**config.mk**
```make
export PLATFORM = sky130hd
export DESIGN_NAME = tick_gen_multi
export DESIGN_NICKNAME = d
export VERILOG_FILES = /design/src/rtl/tick_gen_pkg.sv /design/src/rtl/tick_chan.sv /design/src/rtl/tick_gen_multi.sv
export SDC_FILE = /design/constraint.sdc
export NUM_CORES = 1
export LEC_CHECK = 0
export CAP_MARGIN = 20
export CORE_MARGIN = 5
export CORE_UTILIZATION = 50
export CTS_CLUSTER_SIZE = 14
export DETAILED_ROUTE_END_ITERATION = 16
export GPL_ROUTABILITY_DRIVEN = 0
export PLACE_DENSITY = 0.69
export SYNTH_ARGS = -nofsm -noshare
export SYNTH_HDL_FRONTEND = slang
export SYNTH_SLANG_ARGS = --single-unit
```
**constraint.sdc**
```tcl
create_clock -name clk -period 3.3 [get_ports clk]
set_clock_uncertainty 0.1 [all_clocks]
set_input_delay 0.495 -clock clk [delete_from_list [all_inputs] [get_ports clk]]
set_output_delay 0.495 -clock clk [all_outputs]
set_load 0.01 [all_outputs]
```
**src/rtl/tick_gen_pkg.sv**
```systemverilog
// Shared constants and channel-state layout for the tick generator.
// Imported by the channel and the multi-channel top.
package tick_gen_pkg;

  localparam int CNT_W_DEF       = 24;
  localparam int DIV_DEFAULT_DEF = 50000;

  localparam int CNT_FIELD_W  = CNT_W_DEF;
  localparam int DIV_FIELD_W  = CNT_W_DEF;
  localparam int PEND_FIELD_W = 1;

  typedef struct packed {
    logic [CNT_FIELD_W-1:0]  cnt;
    logic [DIV_FIELD_W-1:0]  div_act;
    logic [DIV_FIELD_W-1:0]  div_shd;
    logic [PEND_FIELD_W-1:0] pend;
  } tick_chan_t;

endpackage

```
**src/rtl/tick_chan.sv**
```systemverilog
// One divider channel: counter, active/shadow divisor, tick strobe
// and square-wave toggle output.
module tick_chan
  import tick_gen_pkg::*;
#(
  parameter int CNT_W       = CNT_W_DEF,
  parameter int DIV_DEFAULT = DIV_DEFAULT_DEF
) (
  input  logic             clk,
  input  logic             rst,
  input  logic             en,
  input  logic             sync,
  input  logic             wr,
  input  logic [CNT_W-1:0] val,
  output logic             tick,
  output logic             clk_out
);

  localparam logic [CNT_W-1:0] ONE = CNT_W'(1);
  localparam logic [CNT_W-1:0] DEF = CNT_W'(DIV_DEFAULT);

  logic [CNT_W-1:0] r_cnt;
  logic [CNT_W-1:0] r_div_act;
  logic [CNT_W-1:0] r_div_shd;
  logic             r_pend;
  logic             r_tick;
  logic             r_clk_out;

  logic w_stall;
  logic w_wrap;
  logic w_apply;

  // A zero divisor is excluded before the compare, so div_act-1 never wraps.
  assign w_stall = (r_div_act == '0);
  assign w_wrap  = en && !w_stall && (r_cnt == r_div_act - ONE);
  assign w_apply = r_pend && (w_wrap || !en || w_stall);

  always_ff @(posedge clk) begin
    if (rst) begin
      r_cnt     <= '0;
      r_div_act <= DEF;
      r_div_shd <= DEF;
      r_pend    <= 1'b0;
      r_tick    <= 1'b0;
      r_clk_out <= 1'b0;
    end else if (sync) begin
      r_cnt     <= '0;
      r_tick    <= 1'b0;
      r_clk_out <= 1'b0;
      if (wr) begin
        r_div_act <= val;
        r_div_shd <= val;
        r_pend    <= 1'b0;
      end else if (r_pend) begin
        r_div_act <= r_div_shd;
        r_pend    <= 1'b0;
      end
    end else begin
      r_tick <= w_wrap;
      if (en && !w_stall) begin
        r_cnt <= w_wrap ? '0 : r_cnt + ONE;
      end else if (en) begin
        r_cnt <= '0;
      end
      if (w_wrap) begin
        r_clk_out <= ~r_clk_out;
      end
      if (w_apply) begin
        r_div_act <= r_div_shd;
        r_pend    <= 1'b0;
      end
      // A fresh write re-arms the shadow even if an older one applies now.
      if (wr) begin
        r_div_shd <= val;
        r_pend    <= 1'b1;
      end
    end
  end

  assign tick    = r_tick;
  assign clk_out = r_clk_out;

endmodule

```
**src/rtl/tick_gen_multi.sv**
```systemverilog
// Multi-channel programmable clock-enable generator.
// Decodes divisor writes and fans out to NCH independent channels.
module tick_gen_multi
  import tick_gen_pkg::*;
#(
  parameter int NCH         = 4,
  parameter int CNT_W       = CNT_W_DEF,
  parameter int DIV_DEFAULT = DIV_DEFAULT_DEF,
  parameter int SEL_W       = 2
) (
  input  logic             clk,
  input  logic             rst,
  input  logic [NCH-1:0]   en,
  input  logic             sync,
  input  logic             div_wr,
  input  logic [SEL_W-1:0] div_sel,
  input  logic [CNT_W-1:0] div_val,
  output logic [NCH-1:0]   tick,
  output logic [NCH-1:0]   clk_out
);

  logic [NCH-1:0] w_wr;
  logic           w_sel_ok;

  // Out-of-range selects address no channel.
  assign w_sel_ok = (32'(div_sel) < NCH);

  for (genvar i = 0; i < NCH; i++) begin : g_ch
    assign w_wr[i] = div_wr && w_sel_ok && (32'(div_sel) == i);

    tick_chan #(
      .CNT_W       (CNT_W),
      .DIV_DEFAULT (DIV_DEFAULT)
    ) u_chan (
      .clk     (clk),
      .rst     (rst),
      .en      (en[i]),
      .sync    (sync),
      .wr      (w_wr[i]),
      .val     (div_val),
      .tick    (tick[i]),
      .clk_out (clk_out[i])
    );
  end

endmodule

```
## Yosys cells after proc, flatten, opt, wreduce, memory -nomap -nowiden

Index checks and enable logic that the tools add are counted.

- Muxes and demuxes: 36
- $lt $le $gt $ge: 0
- Reduce and logical (&&, ||, !) cells: 54
- Add/subtract/negate cells: 8
- Equality and inequality tests: 11
- Bitwise operators: 4
- Shifts and indexed selects: 0
- $mul: 0
- Divide/modulo/power cells: 0

Operators by type and width:

| cell | number |
|---|---|
| 24-bit two-way mux | 28 |
| 24-bit by 1-bit adder with 24-bit output, second input constant | 4 |
| 24-bit equality test | 4 |
| 24-bit logical NOT | 4 |
| 24-bit by 1-bit subtractor with 24-bit output, second input constant | 4 |
| 2-bit nonzero test | 12 |
| 1-bit logical AND | 16 |
| 3-bit by 1-bit != test with 1-bit output, second input constant | 4 |
| 1-bit logical NOT | 8 |
| 1-bit logical OR | 8 |
| 1-bit two-way mux | 8 |
| 2-bit AND reduction | 4 |
| 2-bit equality test, second input constant | 2 |
| 1-bit inverter | 4 |
| 2-bit by 1-bit equality test with 1-bit output, second input constant | 1 |
| 2-bit logical NOT | 1 |
| 2-bit OR reduction | 1 |

- Memories: 0
- Memory bits (writable): 0
- Latch bits: 0
- Bits in read-only memories: 0
- Register bits: 300
- Input bits: 34
- Output and inout bits: 8

## Depth between registers and ports, before layout

- Depth in word-level cells: 9
- Gate-level depth with buffers: 14

## Modules after synthesis

Synthesis repeated with hierarchy kept, for this count alone.

- Cell total of the unflattened synthesis: 2180
- Area total of the unflattened synthesis: 18074.8 µm²

Modules (own cells, without submodules):

| module | sequential area each (µm²) | times used | area an instance (µm²) | cells an instance |
|---|---|---|---|---|
| tick_chan at g_ch[0].u_chan ... | 1501.4 | 2 | 4569.4 | 546 |
| tick_chan at g_ch[2].u_chan | 1501.4 | 1 | 4609.4 | 554 |
| tick_chan at g_ch[3].u_chan | 1501.4 | 1 | 4289.1 | 530 |
| tick_gen_multi | 0.0 | 1 | 37.5 | 4 |

## Worst setup path before layout

No wires, ideal clock.

- Path type: register to register
- From: register g_ch[0].u_chan.r_div_act[9]
- To: register g_ch[0].u_chan.r_div_act[10]
- Cell stages (with the launch flop): 11
- Path buffers: 2
- Data required time: 3.077 ns
- Setup slack: -0.103 ns
- Arrival: 3.180 ns
- Period minus slack after synthesis: 3.403 ns
- Setup time: 0.123 ns
- Cell sequence: dfxtp_1 -> clkbuf_1 -> nor4_1 -> nand4b_1 -> nor2_1 -> mux4_2 -> a221o_1 -> o2111a_1 -> o32ai_4 -> buf_4 -> mux2_1

- Longest elaborated chain between the ends: 9

RTL lines:

| element | RTL line | text |
|---|---|---|
| start: declaration | tick_chan.sv:23 | `logic [CNT_W-1:0] r_div_act;` |
| start signal: assignment | tick_chan.sv:51 | `r_div_act <= val;` |
| start signal: assignment | tick_chan.sv:55 | `r_div_act <= r_div_shd;` |
| start signal: assignment | tick_chan.sv:69 | `r_div_act <= r_div_shd;` |
| branches (longest 5 deep; another with 24-bit by 1-bit subtractor with 24-bit output) | -- |  |
| 1-bit logical OR * | tick_chan.sv:36 | `assign w_apply = r_pend && (w_wrap \|\| !en \|\| w_stall);` |
| 1-bit logical AND * | tick_chan.sv:36 |  |
| 2-bit nonzero test (no line) * | -- |  |
| 2-bit AND reduction (no line) * | -- |  |

Every way passes the cells marked *.
A chain may end at the register's enable or synchronous reset.

## Worst setup path in the final report

- From: register g_ch[0].u_chan.r_div_act[5]
- To: register g_ch[0].u_chan.r_div_act[6]

Same word-level chain as after synthesis.

==> out/qor.log <==
[outcome] run status finished, violations left
[outcome] violations in the final reports setup timing
[yosys] sequential area share after synthesis 33.0%
[global_route] maximum number of pins on one net before global-route repair 203
[yosys] area share of the leading cell type in the synthesized netlist 33.0%
[clocking] CTS tree built
[setup_path] Worst Setup End Kind flip-flop
[clocking] deepest clock path buffer count 3
[clocking] Post-CTS Hold Fix Bufs 0
[yosys] Post-Synthesis Cell Area 18200 µm²
[timing] Final Hold Fails 0
[detailed_routing] starting DRC count in detailed routing 1569
[global_route] Remaining Overflow, GRT 0
[yosys] total nets after synthesis 2358
[yosys] number of synthesized flops with an enable pin 0
[floorplan] top-level I/O count 42
[yosys] distinct cell type count after synthesis 89
[timing] # setup viols final 5
[timing] final slew viol count 0
[floorplan] total number of placement rows 69
[global_route] antenna violations before repair 0
[yosys] #FFs+latches synth 300
[power_and_ir_drop] worst voltage drop across the vdd grid 0.402 mV
[place] HPWL after DPL 36.1 mm
[setup_path] Crit Path Category flip-flop to flip-flop
[power_and_ir_drop] fraction of power consumed by sequential logic 44.0%
[finish] fraction of layout instances using a drive strength above 1 16.9%
[yosys] flip-flop cell with the highest count after synthesis dfxtp_1
[power_and_ir_drop] clock network fraction of total power 46.7%
[place] quantity of I/O buffers inserted on ports 41
[clocking] clock edge transition at the registers on the reported setup and hold paths 0.06 ns
[global_route] vias in the first global route 16400
[place] Place WS -0.122 ns
[timing] RSZ-0062 raised after global routing yes
[detailed_routing] total wirelength of the detailed-routed design 53.4 mm
[clocking] Worst-Skew Late Latency 0.53 ns
[floorplan] Initial Util 50.9%
[yosys] most frequent cells after synthesis 391 x nand2_1, 300 x dfxtp_1, 143 x clkbuf_1
[floorplan] overall die area 40300 µm²
[finish] antenna diode count 0
[timing] minimum period implied by the final worst setup slack 3.39 ns
[yosys] dominant cell type by area after synthesis dfxtp_1
[floorplan] Chip Width 201 µm
[yosys] Syn. warnings 0
[yosys] average size of a mapped cell 7.87 µm²
[timing] Least-Margin Pin Slew 0.868 ns
[detailed_routing] per-cell via count in the routed design 6.15
[global_route] global-route usage over all layers 24.5%
[floorplan] height of the die 201 µm
[power_and_ir_drop] Combinational Power Share 9.3%
[timing] Worst Setup Slack, final -0.0862 ns
[setup_path] Data arrival, critical path 3.73 ns
[clocking] Num CTS Buffers 35
[detailed_routing] # DRC 0
[yosys] top post-synthesis cells by area dfxtp_1 33%, nand2_1 8.1%, xnor2_1 3.9%
[power_and_ir_drop] Internal Pwr Total 6.38 mW
[timing] Max Freq 295 MHz
[clocking] Root Buffer clkbuf_16
[timing] fin crit share 103%
[yosys] dominant cell by count in the synthesized netlist nand2_1
[timing] worst hold margin 0.296 ns
[clocking] clock sink count 300
[yosys] post-synthesis async set-or-reset flop share 0%
[timing] Rel. slew slack 42.1%
[setup_path] CP required 3.64 ns
[setup_path] Critical Path Source Type flip-flop
[power_and_ir_drop] Sw Ratio 24.9%
[setup_path] largest driver fanout on the critical path 5
[detailed_routing] total vias in the final route 17500
[min_path] worst min-delay path class primary input to flip-flop
[yosys] Post-Syn Instances 2312
[power_and_ir_drop] total power divided by cell area 395 nW/µm²
[detailed_routing] DR pass1 iterations 6
[global_route] global-route wire length before repair 84.1 mm
[finish] Final Net Count 2404
[power_and_ir_drop] static power due to leakage 8.09 nW
[job] max-cap violation count 0
[detailed_routing] routed len/inst 18.8 µm
[power_and_ir_drop] net switching component of the power 2.11 mW
[finish] final design utilization 60.2%
[finish] layout overhead on the synthesized area 18.2%
[detailed_routing] number of nets with antenna violations after routing 0
[floorplan] area of the core 35700 µm²
[clocking] Clock H-tree levels 2
==> final cells by class <==
type,count,area [µm²]
clock buffers,47,1010
fillers,3196,14200
well taps,461,577
inverters,35,136
clock inverters,12,143
repair buffers,212,1970
flip-flops and latches,300,6030
multi-input cells,1774,11600
==> layout by cell type (no fill, tap or decap), types with 28 or more instances in the layout <==
master / instances
mux2i_1: 52
nand2_1: 391
clkdlybuf4s50_1: 39
xnor2_1: 81
and3_1: 43
nor4_1: 41
clkbuf_16: 44
nand3_1: 131
a21oi_1: 141
o21ai_0: 31
nand4_1: 34
nor3_1: 69
dfxtp_1: 288
buf_4: 143
inv_1: 28
nor2b_1: 68
xor2_1: 56
nor2_1: 126
==> state kept, by name, summed over array words and instances (netlist names) <==
name and cells:
g_ch.u_chan.r_pend 4, g_ch.u_chan.r_div_shd 96, g_ch.u_chan.r_div_act 96, g_ch.u_chan.clk_out 4, g_ch.u_chan.tick 4, g_ch.u_chan.r_cnt 96
==> worst max-delay path, cell delays in order, from the launching register on <==
cell and delay (ns):
dfxtp_4 0.36, or4_4 0.56, buf_4 0.17, nor4_4 0.23, buf_4 0.15, mux2i_1 0.19, a31oi_1 0.13, o2111a_2 0.31
o32ai_4 0.32, clkbuf_16 0.21, buf_2 0.20, buf_4 0.15, mux2i_1 0.20
==> per-stage QoR <==
step / std cells / total power [mW] / instance area, µm² / setup TNS (ns)
5_1_grt: 2841 / 8.77 / 21500 / -2.15
6_report: 2841 / 8.49 / 21500 / -0.268
2_1_floorplan: 2312 / 4.28 / 18300 / 0
4_1_cts: 2813 / 8.48 / 20800 / 0
3_3_place_gp: 2753 / 4.52 / 19600 / -0.00686
3_5_place_dp: 2754 / 4.54 / 19600 / -1.62
==> cell families (layout without fill, tap and decap cells) <==
family | after synthesis | count (layout) | synth area share [%]
flip-flops | 300 | 300 | 33.0
multiplexers | 108 | 108 | 6.39
AND/OR/NAND/NOR | 1098 | 1098 | 30.9
XOR/XNOR | 139 | 139 | 6.76
adder cells (fa/ha/maj) | 12 | 12 | 0.825
buffers and inverters | 238 | 306 | 5.70
AO/OA/AOI/OAI | 417 | 417 | 16.5
==> power groups by stage <==
stage / clock network (mW) / logic (mW) / registers (mW)
after floorplan: 0 / 0.472 / 3.81
after global placement: 0 / 0.710 / 3.81
after detailed placement: 0 / 0.724 / 3.82
after CTS: 4.01 / 0.728 / 3.74
after global routing: 4.18 / 0.846 / 3.75
final: 3.96 / 0.787 / 3.74
==> routing by layer <==
layer | wire length (µm) | track usage, % | vias to the layer above
met5 | 0 | 0 | -
met4 | 1460 | 7.84 | 0
met3 | 3440 | 3.72 | 108
met2 | 25200 | 40.4 | 589
met1 | 23300 | 33.2 | 8422
li1 | - | - | 8362
==> final timing paths <==
| kind | startpoint | end | slack, ns | cells after the start |
|---|---|---|---|---|
| worst max register to register | g_ch[0].u_chan.r_div_act[5] | g_ch[0].u_chan.r_div_act[6] | -0.09 | 12 |
| worst max-delay path | g_ch[0].u_chan.r_div_act[5] | g_ch[0].u_chan.r_div_act[6] | -0.09 | 12 |
| worst min register to register | g_ch[1].u_chan.r_div_shd[20] | g_ch[1].u_chan.r_div_shd[20] | 0.35 | 2 |
| worst min-delay path | sync | g_ch[2].u_chan.r_div_act[2] | 0.30 | 3 |
==> timing repair <==
item                       4_1_cts  5_1_grt
gates cloned                     0        9
buffers inserted                 0       19
resized for setup                4      107
pin swaps                        1       33
setup endpoints to repair       53      169
Note: power is estimated with default switching activity, not from simulation.
